File: src/rtl/pipeline_hazard_control_if.sv
`default_nettype none
// ============================================================================
// Module      : pipeline_hazard_control_if
// Description : Signal bundle between the pipeline datapath and the hazard
//               controller.
//               slave  modport : used by the hazard controller
//                 in  : IdRs1, IdRs2, IdUsesRs1, IdUsesRs2, ExRd, ExMemRead,
//                       ExBranchTaken, ExMulStart
//                 out : PcEnable, IfIdEnable, IdExEnable, IfIdFlush,
//                       IdExFlush, ExMemBubble, MulResultValid, StallCount
//               master modport : used by the datapath or testbench, with
//                 every direction reversed.
// Revision    : 1.0 - initial release
// ============================================================================
interface pipeline_hazard_control_if #(
    parameter int CNT_WIDTH = 16
);
    logic [4:0]           IdRs1;
    logic [4:0]           IdRs2;
    logic                 IdUsesRs1;
    logic                 IdUsesRs2;
    logic [4:0]           ExRd;
    logic                 ExMemRead;
    logic                 ExBranchTaken;
    logic                 ExMulStart;
    logic                 PcEnable;
    logic                 IfIdEnable;
    logic                 IdExEnable;
    logic                 IfIdFlush;
    logic                 IdExFlush;
    logic                 ExMemBubble;
    logic                 MulResultValid;
    logic [CNT_WIDTH-1:0] StallCount;

    modport slave (
        input  IdRs1, IdRs2, IdUsesRs1, IdUsesRs2, ExRd, ExMemRead,
               ExBranchTaken, ExMulStart,
        output PcEnable, IfIdEnable, IdExEnable, IfIdFlush, IdExFlush,
               ExMemBubble, MulResultValid, StallCount
    );

    modport master (
        output IdRs1, IdRs2, IdUsesRs1, IdUsesRs2, ExRd, ExMemRead,
               ExBranchTaken, ExMulStart,
        input  PcEnable, IfIdEnable, IdExEnable, IfIdFlush, IdExFlush,
               ExMemBubble, MulResultValid, StallCount
    );
endinterface
`default_nettype wire

File: src/rtl/pipeline_hazard_control.sv
`default_nettype none
// ============================================================================
// Module      : pipeline_hazard_control
// Description : Hazard controller for a five-stage pipeline. It handles three
//               cases:
//                 - load-use stalls, which insert one bubble
//                 - taken-branch flushes
//                 - a multi-cycle EX-stage multiplier, which freezes the
//                   front end until the multiplier result is valid
// Ports       : CLK, Reset (asynchronous, active high)
//               bus - pipeline_hazard_control_if.slave
// Parameters  : MUL_LATENCY (2..15), CNT_WIDTH
// Option      : HAZARD_PERF_CNT_EN - when defined, StallCount counts the
//               cycles with PcEnable low and saturates at all-ones. When it is
//               undefined, StallCount is tied to zero.
// Revision    : 1.0 - initial release
// ============================================================================
module pipeline_hazard_control #(
    parameter int MUL_LATENCY = 4,
    parameter int CNT_WIDTH   = 16
) (
    input  wire logic                 CLK,
    input  wire logic                 Reset,
    pipeline_hazard_control_if.slave  bus
);
    typedef enum logic [1:0] {
        RUN      = 2'd0,
        MUL_BUSY = 2'd1,
        MUL_DONE = 2'd2
    } state_t;

    // The start cycle and the result-valid cycle are both part of the
    // latency. That leaves MUL_LATENCY-2 cycles in MUL_BUSY.
    localparam logic [3:0] MUL_LOAD = 4'(MUL_LATENCY - 2);

    state_t     state, next_state;
    logic [3:0] mul_cnt, mul_cnt_next;
    logic       load_use;
    logic       pc_en, ifid_en, idex_en;
    logic       ifid_flush, idex_flush, exmem_bubble, mul_valid;

    assign load_use = bus.ExMemRead && (bus.ExRd != 5'd0) &&
                      ((bus.IdUsesRs1 && (bus.IdRs1 == bus.ExRd)) ||
                       (bus.IdUsesRs2 && (bus.IdRs2 == bus.ExRd)));

    always_ff @(posedge CLK or posedge Reset) begin
        if (Reset) begin
            state   <= RUN;
            mul_cnt <= 4'd0;
        end else begin
            state   <= next_state;
            mul_cnt <= mul_cnt_next;
        end
    end

    always_comb begin
        next_state   = state;
        mul_cnt_next = mul_cnt;
        pc_en        = 1'b1;
        ifid_en      = 1'b1;
        idex_en      = 1'b1;
        ifid_flush   = 1'b0;
        idex_flush   = 1'b0;
        exmem_bubble = 1'b0;
        mul_valid    = 1'b0;

        case (state)
            RUN: begin
                if (bus.ExMulStart) begin
                    pc_en        = 1'b0;
                    ifid_en      = 1'b0;
                    idex_en      = 1'b0;
                    exmem_bubble = 1'b1;
                    mul_cnt_next = MUL_LOAD;
                    // When MUL_LATENCY is 2 there are no busy cycles, so the
                    // next cycle must already present the result.
                    next_state   = (MUL_LOAD == 4'd0) ? MUL_DONE : MUL_BUSY;
                end else if (bus.ExBranchTaken) begin
                    ifid_flush = 1'b1;
                    idex_flush = 1'b1;
                end else if (load_use) begin
                    pc_en      = 1'b0;
                    ifid_en    = 1'b0;
                    idex_flush = 1'b1;
                end
            end
            MUL_BUSY: begin
                pc_en        = 1'b0;
                ifid_en      = 1'b0;
                idex_en      = 1'b0;
                exmem_bubble = 1'b1;
                mul_cnt_next = mul_cnt - 4'd1;
                // Leave once the decremented count reaches zero. The
                // remaining busy cycles then equal the loaded value.
                if (mul_cnt <= 4'd1) begin
                    mul_cnt_next = 4'd0;
                    next_state   = MUL_DONE;
                end
            end
            MUL_DONE: begin
                mul_valid  = 1'b1;
                next_state = RUN;
                if (bus.ExBranchTaken) begin
                    ifid_flush = 1'b1;
                    idex_flush = 1'b1;
                end else if (load_use) begin
                    pc_en      = 1'b0;
                    ifid_en    = 1'b0;
                    idex_flush = 1'b1;
                end
            end
            default: begin
                next_state = RUN;
            end
        endcase

        // While reset is held, the pipeline is frozen with no side effects.
        if (Reset) begin
            pc_en        = 1'b0;
            ifid_en      = 1'b0;
            idex_en      = 1'b0;
            ifid_flush   = 1'b0;
            idex_flush   = 1'b0;
            exmem_bubble = 1'b0;
            mul_valid    = 1'b0;
        end
    end

    assign bus.PcEnable       = pc_en;
    assign bus.IfIdEnable     = ifid_en;
    assign bus.IdExEnable     = idex_en;
    assign bus.IfIdFlush      = ifid_flush;
    assign bus.IdExFlush      = idex_flush;
    assign bus.ExMemBubble    = exmem_bubble;
    assign bus.MulResultValid = mul_valid;

`ifdef HAZARD_PERF_CNT_EN
    logic [CNT_WIDTH-1:0] stall_count;

    always_ff @(posedge CLK or posedge Reset) begin
        if (Reset) begin
            stall_count <= '0;
        end else if (!pc_en && (stall_count != {CNT_WIDTH{1'b1}})) begin
            stall_count <= stall_count + 1'b1;
        end
    end

    assign bus.StallCount = stall_count;
`else
    assign bus.StallCount = '0;
`endif

endmodule
`default_nettype wire

File: src/flat_wrapper.sv
// flat-port wrapper written by rule: the top's interface ports become plain ports
module pipeline_hazard_control_flat 
#(
    parameter int MUL_LATENCY = 4,
    parameter int CNT_WIDTH   = 16
)
  (CLK, Reset, bus_IdRs1, bus_IdRs2, bus_IdUsesRs1, bus_IdUsesRs2, bus_ExRd, bus_ExMemRead, bus_ExBranchTaken, bus_ExMulStart, bus_PcEnable, bus_IfIdEnable, bus_IdExEnable, bus_IfIdFlush, bus_IdExFlush, bus_ExMemBubble, bus_MulResultValid, bus_StallCount);
  pipeline_hazard_control_if #(.CNT_WIDTH(CNT_WIDTH)) bus_i ();
  input  wire logic CLK;
  input  wire logic Reset;
  input wire logic [$bits(bus_i.IdRs1)-1:0] bus_IdRs1;
  input wire logic [$bits(bus_i.IdRs2)-1:0] bus_IdRs2;
  input wire logic [$bits(bus_i.IdUsesRs1)-1:0] bus_IdUsesRs1;
  input wire logic [$bits(bus_i.IdUsesRs2)-1:0] bus_IdUsesRs2;
  input wire logic [$bits(bus_i.ExRd)-1:0] bus_ExRd;
  input wire logic [$bits(bus_i.ExMemRead)-1:0] bus_ExMemRead;
  input wire logic [$bits(bus_i.ExBranchTaken)-1:0] bus_ExBranchTaken;
  input wire logic [$bits(bus_i.ExMulStart)-1:0] bus_ExMulStart;
  output wire logic [$bits(bus_i.PcEnable)-1:0] bus_PcEnable;
  output wire logic [$bits(bus_i.IfIdEnable)-1:0] bus_IfIdEnable;
  output wire logic [$bits(bus_i.IdExEnable)-1:0] bus_IdExEnable;
  output wire logic [$bits(bus_i.IfIdFlush)-1:0] bus_IfIdFlush;
  output wire logic [$bits(bus_i.IdExFlush)-1:0] bus_IdExFlush;
  output wire logic [$bits(bus_i.ExMemBubble)-1:0] bus_ExMemBubble;
  output wire logic [$bits(bus_i.MulResultValid)-1:0] bus_MulResultValid;
  output wire logic [$bits(bus_i.StallCount)-1:0] bus_StallCount;
  assign bus_i.IdRs1 = bus_IdRs1;
  assign bus_i.IdRs2 = bus_IdRs2;
  assign bus_i.IdUsesRs1 = bus_IdUsesRs1;
  assign bus_i.IdUsesRs2 = bus_IdUsesRs2;
  assign bus_i.ExRd = bus_ExRd;
  assign bus_i.ExMemRead = bus_ExMemRead;
  assign bus_i.ExBranchTaken = bus_ExBranchTaken;
  assign bus_i.ExMulStart = bus_ExMulStart;
  assign bus_PcEnable = bus_i.PcEnable;
  assign bus_IfIdEnable = bus_i.IfIdEnable;
  assign bus_IdExEnable = bus_i.IdExEnable;
  assign bus_IfIdFlush = bus_i.IfIdFlush;
  assign bus_IdExFlush = bus_i.IdExFlush;
  assign bus_ExMemBubble = bus_i.ExMemBubble;
  assign bus_MulResultValid = bus_i.MulResultValid;
  assign bus_StallCount = bus_i.StallCount;
  pipeline_hazard_control #(.MUL_LATENCY(MUL_LATENCY), .CNT_WIDTH(CNT_WIDTH)) u_core (.CLK(CLK), .Reset(Reset), .bus(bus_i));
endmodule
File: config.mk
export PLATFORM = sky130hd
export DESIGN_NAME = pipeline_hazard_control_flat
export DESIGN_NICKNAME = d
export VERILOG_FILES = /design/src/rtl/pipeline_hazard_control_if.sv /design/src/rtl/pipeline_hazard_control.sv /design/src/flat_wrapper.sv
export SDC_FILE = /design/constraint.sdc
export NUM_CORES = 1
export LEC_CHECK = 0
export CAP_MARGIN = 25
export CELL_PAD_IN_SITES_DETAIL_PLACEMENT = 2
export CELL_PAD_IN_SITES_GLOBAL_PLACEMENT = 2
export CORE_MARGIN = 2
export CORE_UTILIZATION = 18
export DETAILED_ROUTE_END_ITERATION = 16
export GPL_TIMING_DRIVEN = 0
export PLACE_DENSITY = 0.93
export SLEW_MARGIN = 10
export SYNTH_ARGS = -nofsm -noshare
export SYNTH_HDL_FRONTEND = slang
export SYNTH_SLANG_ARGS = --single-unit
File: constraint.sdc
create_clock -name CLK -period 2.3 [get_ports CLK]
set_input_delay 0.23 -clock CLK [delete_from_list [all_inputs] [get_ports CLK]]
set_output_delay 0.23 -clock CLK [all_outputs]
set_load 0.02 [all_outputs]
## After elaboration in Yosys (flattened, before gate mapping)

Index checks and enable logic that the tools add are counted.

| storage, ports and cells | value |
|---|---|
| logic and storage cells | 48 |
| register bits after elaboration | 6 |

| operators by class | value |
|---|---|
| add/sub/neg operators | 1 |
| reduce and logical (&&, ||, !) cells | 10 |
| equal/unequal tests | 6 |
| mux-type cells | 28 |
| order comparisons | 1 |

Operators by type and width:

| operator | count |
|---|---|
| $mux W1 | 17 |
| $eq A5 B5 Y1 | 2 |
| $mux W4 | 2 |
| $pmux W1 S2 | 4 |
| $pmux W4 S2 | 1 |
| $reduce_bool A5 Y1 | 1 |
| $le A4 B1 Y1 const B | 1 |
| $logic_and A1 B1 Y1 | 4 |
| $mux W2 | 2 |
| $pmux W2 S2 | 1 |
| $reduce_and A2 Y1 | 2 |
| $sub A4 B1 Y4 const B | 1 |
| $pmux W1 S3 | 1 |
| $eq A2 B1 Y1 const B | 1 |
| $eq A2 B2 Y1 const B | 1 |
| $logic_not A2 Y1 | 1 |
| $ne A2 B1 Y1 const B | 1 |
| $ne A2 B2 Y1 const B | 1 |
| $reduce_bool A2 Y1 | 1 |
| $logic_or A1 B1 Y1 | 1 |

## Depth between registers and ports, before layout

Gate-level depths: netlist of run 1.

| depth | value |
|---|---|
| depth in word-level cells | 9 |
| gate-level depth with buffers | 5 |
| mapped depth without buffers | 5 |

## Worst setup path before layout of run 1

OpenSTA, ideal clock, no wires.

| timing | value |
|---|---|
| kind | reg-to-output |
| start point | reg u_core.state[0] |
| end point | out bus_PcEnable |
| data required time | 2.070 ns |
| cell stages (with the launch flop) | 6 |
| path slack | 0.503 ns |
| arrival | 1.567 ns |
| path through | dfrtp_1 clkbuf_1 o21ba_2 nor2_1 o21a_1 buf_4 |

| between the ends | value |
|---|---|
| cells in the longest elaborated chain, start to end | 3 |
| elaborated cells between the ends (all ways) | 5 |

Ends and longest elaborated chain:

| what | RTL line | RTL |
|---|---|---|
| start, declared | pipeline_hazard_control.sv:36 | `state_t state, next_state;` |
| start signal, assigned | pipeline_hazard_control.sv:51 | `state <= next_state;` |
| $eq A2 B2 Y1 (tied with other cells) | - |  |
| $pmux W1 S3 (*) | - |  |
| $mux W1 (*) | - |  |
| end, declared | flat_wrapper.sv:19 | `output wire logic [$bits(bus_i.PcEnable)-1:0] bus_PcEnable;` |

Mark *: on every way between the ends. The rest lies on a longest branch, timed or not.

## Worst setup path after layout of run 1

| timing | value |
|---|---|
| start point | in bus_ExRd[1] |
| end point | out bus_IdExFlush |

| between the ends | value |
|---|---|
| cells in the longest elaborated chain, start to end | 9 |
| elaborated cells between the ends (all ways) | 13 |

Ends and longest elaborated chain:

| what | RTL line | RTL |
|---|---|---|
| start, declared | flat_wrapper.sv:15 | `input wire logic [$bits(bus_i.ExRd)-1:0] bus_ExRd;` |
| $eq A5 B5 Y1, on equally long branches | pipeline_hazard_control.sv:43, pipeline_hazard_control.sv:44 |  |
| $logic_and A1 B1 Y1, on equally long branches | pipeline_hazard_control.sv:43, pipeline_hazard_control.sv:44 |  |
| $logic_or A1 B1 Y1 | pipeline_hazard_control.sv:43 | `((bus.IdUsesRs1 && (bus.IdRs1 == bus.ExRd)) \|\|` |
| $logic_and A1 B1 Y1 (*) | pipeline_hazard_control.sv:42 | `assign load_use = bus.ExMemRead && (bus.ExRd != 5'd0) &&` |
| $mux W1 (*) | pipeline_hazard_control.sv:81, pipeline_hazard_control.sv:106 |  |
| $mux W1 (*) | pipeline_hazard_control.sv:78 | `end else if (bus.ExBranchTaken) begin` |
| $mux W1 | pipeline_hazard_control.sv:69 | `if (bus.ExMulStart) begin` |
| $pmux W1 S2 (*) | pipeline_hazard_control.sv:67 | `case (state)` |
| $mux W1 (*) | pipeline_hazard_control.sv:118 | `if (Reset) begin` |
| end, declared | flat_wrapper.sv:23 | `output wire logic [$bits(bus_i.IdExFlush)-1:0] bus_IdExFlush;` |

Marks and branches as above.

==> results of run 1 <==
per-stage QoR:
stage / area [um^2] / worst slack [ns] / TNS (ns)
after detailed placement: 1030 / -0.329 / -0.806
after floorplan: 694 / 0.503 / 0
after CTS: 1060 / 0.00325 / 0
after global placement: 1030 / -0.279 / -0.579
after global routing: 1050 / 0.00258 / 0
final: 1050 / 0.0803 / 0
cell usage in the layout, fill, tap and decap left out, types with 2 or more instances in the layout:
cell type	count
clkdlybuf4s50_1	24
buf_4	18
conb_1	16
xor2_1	8
dfrtp_1	6
nor2_1	5
inv_1	4
nand2_1	4
o21a_1	3
a21oi_1	3
clkbuf_4	3
o21ai_0	2
xnor2_1	2
nor4_1	2
nor3_1	2
ha_1	2
worst max-delay path by stage:
stage	end	slack, ns	depth (start not counted)
finish	bus_IdExFlush	0.08	6
global route	bus_IdExFlush	0.003	6
CTS	bus_IfIdEnable	0.003	6
detailed placement	bus_PcEnable	-0.33	7
global placement	bus_PcEnable	-0.28	7
floorplan	bus_PcEnable	0.50	5
metal layers:
| layer | routed length, um | track usage (%) |
|---|---|---|
| met5 | 0 | 0 |
| met4 | 14 | 4.08 |
| met3 | 215 | 5.54 |
| met2 | 1260 | 24.6 |
| met1 | 825 | 12.5 |
cell type report:
type                            count  area, um^2  area share, %
Inverter                            4        15.0           1.43
Timing Repair Buffer               28         274           26.1
Buffer                             17         128           12.1
Multi-Input combinational cell     65         404           38.5
Clock buffer                        3        22.5           2.14
Tap cell                           46        57.6           5.48
Sequential cell                     6         150           14.3
power by group:
| group | leakage [nW] | internal [mW] | switching [mW] |
|---|---|---|---|
| clock | 0.0138 | 0.0593 | 0.0418 |
| combinational | 0.416 | 0.214 | 0.231 |
| sequential | 0.0755 | 0.152 | 0.0642 |
| total | 0.506 | 0.425 | 0.337 |
timing repair:
item                                    in CTS  in global routing
endpoints found under the setup margin       3                  4
gates resized for setup                      5                  3
buffers inserted                             0                  0
logic make-up (layout without fill, tap and decap cells):
family                     after synthesis  count (layout)
AOI/OAI and AO/OA                       16              16
xor gates and xnor gates                10              10
adders and majority gates                2               2
buffers and inverters                   22              52
DFF                                      6               6
other                                    1              16
and+or+nand+nor                         21              21
sequential cells by signal (all words and copies together), names as in the netlist:
register,flops
u_core.mul_cnt,4
u_core.state,2
==> impl_metrics.tcl, run 1 <==
set metrics [dict create \
    synth_top_area_share_pct 23.5 \
    critPathCaptureType "output pin" \
    grt_overflow_total 0 \
    clock_latency_ns 0.25 \
    cp_cell_sequence "clkdlybuf4s50_1, or4_1, o21a_1, o21ai_1, a21oi_1, dlygate4sd2_1" \
    start_util_pct 19.0 \
    yosys_warnings 0 \
    ant_nets 0 \
    synth.most_common_cell "buf_4" \
    nFillCells 413 \
    grt_first_pass_wirelength_um 3910 \
    syn_area_um2 638 \
    slew_headroom_pct 65.9 \
    async_reset_ff_share_pct 100 \
    grt_max_degree 11 \
    cts.sinks 6 \
    synth_flop_cell "dfrtp_1" \
    crit_arrival_ns 1.99 \
    port_buffers 28 \
    synthTopCellsByCount "buf_4 (17), xor2_1 (8), dfrtp_1 (6), nor2_1 (5)" \
    ir_drop_mv 0.232 \
    drc 0 \
    yosys.area_share.simple_pct 17.6 \
    crit_buf_inv 2 \
    routedWlPerCell_um 13.7 \
    place_hpwl_um 2020 \
    antenna_cells 0 \
    gp_congestion 0.752 \
    cts_tree "yes" \
    critPathLaunch "bus_ExRd[1]" \
    io_pins 45 \
    worstMarginPinSlew_ns 0.510 \
    synth_edf_count 0 \
    regToRegSetupSlack_ns 0.93 \
    ys_ff_latch 6 \
    min_path_type "in2async" \
    synth-compound-area-share_pct 17.6 \
    grtUsageTotal_pct 13.0 \
    final_util_pct 31.3 \
    critical-path-max-stage-delay_ns 0.55 \
    antenna_found_initial 0 \
    h-tree-depth 1 \
    r2r_end "u_core.mul_cnt[3]$_DFFE_PP0P_" \
    rows 21 \
    synthMuxAreaShare_pct 0 \
    required_ns 2.07 \
    coreArea_um2 3360 \
    ys_seq_area_share_pct 23.5 \
    clk_pin_slew_worst_paths_ns 0.05 \
    synth_adder_area_share_pct 3.92 \
    crit_family "buffers and inverters" \
    num_vias 675 \
    start_kind "primary input" \
    p_leak_nw 0.506 \
    finalSetupViolCount 0 \
    synth_top_family_by_area "buffers and inverters" \
    fmax_mhz 451 \
    netlist_instances 78 \
    cts_max_path_buffers 2 \
    cts_buffers 3 \
    yosys-top-cells-area "dfrtp_1 (24%), buf_4 (20%), xor2_1 (11%), ha_1 (3.9%), o21a_1 (3.5%)" \
    yosys.area.top_type "dfrtp_1" \
    r2r_cells 3 \
    drt_iter0_markers 31 \
    grt_pass1_vias 782 \
    critical_path.slowest_cell "or4_1" \
    hold_slack_ns 0.340 \
    finalPower_uw 762 \
    drv_cap 0 \
    crit_fanout 3 \
    fp.dieArea_um2 4040 \
    skew_ns 0.00771 \
    slew_viol_final 0 \
    hold_viol 0 \
    status "finished, final reports clean" \
    dpl.cell_count 167 \
    drive_above_1_share_pct 19.5 \
    die_w_um 63.5 \
    clockRootBuffer "clkbuf_4" \
    viasPerCell 3.99 \
    powerDensity_nw_per_um2 725 \
    stdcell_count 169 \
    routed_wl_um 2310 \
    finalCritPeriodShare_pct 96.5 \
    hold_buffers 0 \
    fin_crit_ns 2.22 \
    area_growth_pct 64.7 \
    die_h_um 63.5 \
    synth_cell_types 30 \
    rsz0062_at_grt "false" \
    avgSynthCellArea_um2 8.18 \
    reg2reg_from "u_core.mul_cnt[2]$_DFFE_PP0P_" \
    worstSetupPathType "in2out" \
    yosys.area_share.xor_xnor_pct 13.7 \
    nNetsFinal 149 \
    first_pass_iters 4 \
]
(Power assumes the default switching activity.)
==> run 2, diff against run 1 <==
--- a/config.mk
+++ b/config.mk
@@ -5,14 +5,14 @@
 export SDC_FILE = /design/constraint.sdc
 export NUM_CORES = 1
 export LEC_CHECK = 0
-export CAP_MARGIN = 25
-export CELL_PAD_IN_SITES_DETAIL_PLACEMENT = 2
-export CELL_PAD_IN_SITES_GLOBAL_PLACEMENT = 2
+export CELL_PAD_IN_SITES_DETAIL_PLACEMENT = 1
+export CELL_PAD_IN_SITES_GLOBAL_PLACEMENT = 1
 export CORE_MARGIN = 2
-export CORE_UTILIZATION = 18
+export CORE_UTILIZATION = 25
 export DETAILED_ROUTE_END_ITERATION = 16
+export GPL_ROUTABILITY_DRIVEN = 0
 export GPL_TIMING_DRIVEN = 0
-export PLACE_DENSITY = 0.93
+export PLACE_DENSITY = 0.95
 export SLEW_MARGIN = 10
 export SYNTH_ARGS = -nofsm -noshare
 export SYNTH_HDL_FRONTEND = slang
==> run 2 against run 1 <==
Compared with the run above:
- clock power is essentially flat
- count of clock-buffer cells in the layout stayed put
- clock skew decreased by 0.0018 ns
- core utilization up 11 points
- die area is 26% lower
- sequential power about the same
- hold slack better by 0.0085 ns
- setup slack better by 0.012 ns
- register-to-register slack improved by 0.02 ns
- via count shrank 2.2%
- critical endpoint is now bus_IfIdEnable
- highest routed layer unchanged
==> impl_metrics.tcl, run 2 (same netlist as run 1, synthesis figures left out) <==
set metrics [dict create \
    die_h_um 54.5 \
    final_util_pct 42.3 \
    grt_max_degree 11 \
    fin_crit_ns 2.21 \
    viasPerCell 4.31 \
    grtUsageTotal_pct 13.4 \
    critical-path-max-stage-delay_ns 0.54 \
    nFillCells 310 \
    required_ns 2.07 \
    area_growth_pct 62.7 \
    finalSetupViolCount 0 \
    port_buffers 28 \
    io_pins 45 \
    clockRootBuffer "clkbuf_4" \
    r2r_end "u_core.mul_cnt[3]$_DFFE_PP0P_" \
    crit_arrival_ns 1.98 \
    nNetsFinal 149 \
    status "finished, final reports clean" \
    drive_above_1_share_pct 19.5 \
    cts_tree "yes" \
    fin_setup_tns_ns 0 \
    routedWlPerCell_um 12.3 \
    start_kind "primary input" \
    cts.sinks 6 \
    cp_common_cell "o21a_1" \
    place_hpwl_um 1630 \
    crit_fanout 3 \
    fin_area_um2 1040 \
    grt_first_pass_wirelength_um 2710 \
    largest_reg_flops 4 \
    hold_viol 0 \
    stdcell_count 153 \
    drv_cap 0 \
    critical_path.slowest_cell "or4_1" \
    fmax_mhz 453 \
    routed_wl_um 1880 \
    min_path_type "in2async" \
    antenna_found_initial 0 \
    regToRegSetupSlack_ns 0.95 \
    skew_ns 0.00593 \
    finalCritPeriodShare_pct 96.0 \
    cts_buffers 3 \
    start_util_pct 26.0 \
    clock_latency_ns 0.25 \
    cts_setup_buffers 0 \
    grt_overflow_total 0 \
    critPathCaptureType "output pin" \
    rsz0062_at_grt "false" \
    reg2reg_from "u_core.mul_cnt[2]$_DFFE_PP0P_" \
    antenna_cells 0 \
    layout_common_cells "clkdlybuf4s50_1 (25), buf_4 (18), conb_1 (16)" \
    fp.dieArea_um2 2970 \
    cp_cell_sequence "clkdlybuf4s50_1, or4_1, o21a_1, nand2_1, o21a_1, dlygate4sd2_1" \
    drc 0 \
    die_w_um 54.5 \
    drt_iter0_markers 2 \
    crit_buf_inv 2 \
    crit_family "buffers and inverters" \
    powerDensity_nw_per_um2 720 \
    slew_viol_final 0 \
    place_area_um2 1010 \
    reg_top3 "u_core.mul_cnt (4), u_core.state (2)" \
    grt_pass1_vias 639 \
    largest_register "u_core.mul_cnt" \
    dpl.cell_count 151 \
    first_pass_iters 2 \
    num_vias 660 \
    worstSetupPathType "in2out" \
    coreArea_um2 2450 \
    layout_commonest_cell "clkdlybuf4s50_1" \
    r2r_cells 3 \
    clk_pin_slew_worst_paths_ns 0.05 \
    cts_max_path_buffers 2 \
    p_leak_nw 0.500 \
    rows 18 \
    hold_buffers 0 \
    h-tree-depth 1 \
    ant_nets 0 \
    ir_drop_mv 0.409 \
]
run 2: cell types whose count changed in the layout (fill, tap and decap cells not counted), sizes merged:
cell and delta:
dlygate4sd2 +1, dlymetal6s2s -1, clkdlybuf4s50 +1, clkbuf -1
run 2: what timing repair did:
item | CTS | global route
gates cloned | 0 | 0
pin swaps | 0 | 0
endpoints found under the setup margin | 3 | 2
gates resized for setup | 3 | 4
run 2: final cells by class:
cell class	instances	area (um^2)	area share (%)
Buffer	17	128	12.3
Clock buffer	3	22.5	2.17
Inverter	4	15.0	1.45
Multi-Input combinational cell	65	410	39.5
Sequential cell	6	150	14.5
Tap cell	30	37.5	3.61
Timing Repair Buffer	28	275	26.5
run 2: how the worst max path moves through the flow:
| stage | from | to | cells after the start |
|---|---|---|---|
| floorplan | u_core.state[0]$_DFFE_PP0P_ | bus_PcEnable | 5 |
| global placement | bus_ExRd[1] | bus_PcEnable | 7 |
| detailed placement | bus_ExRd[1] | bus_PcEnable | 7 |
| CTS | bus_ExRd[1] | bus_PcEnable | 7 |
| global route | bus_ExRd[1] | bus_IfIdEnable | 6 |
| finish | bus_ExRd[1] | bus_IfIdEnable | 6 |
run 2: layer usage:
| layer | track usage, % | wire [um] | share of wire (%) | up-vias |
|---|---|---|---|---|
| li1 | - | - | - | 323 |
| met1 | 12.0 | 624 | 33 | 297 |
| met2 | 23.9 | 935 | 50 | 35 |
| met3 | 6.83 | 289 | 15 | 5 |
| met4 | 7.50 | 34 | 1.8 | 0 |
| met5 | 0 | 0 | 0 | - |
run 2: metrics by stage:
stage | total power [mW] | hold slack [ns] | worst slack, ns
final | 0.748 | 0.349 | 0.0928
after floorplan | 0.508 | 0.0210 | 0.503
after detailed placement | 0.672 | 0.554 | -0.266
after global placement | 0.632 | 0.525 | -0.246
after global routing | 0.832 | 0.367 | 0.0103
after CTS | 0.767 | 0.351 | 0.00505
run 2: where the power goes:
part	total [mW]	switching [mW]	internal, mW
Sequential	0.214	0.0618	0.152
Clock	0.0997	0.0405	0.0592
Combinational	0.435	0.219	0.216
Total	0.748	0.321	0.427
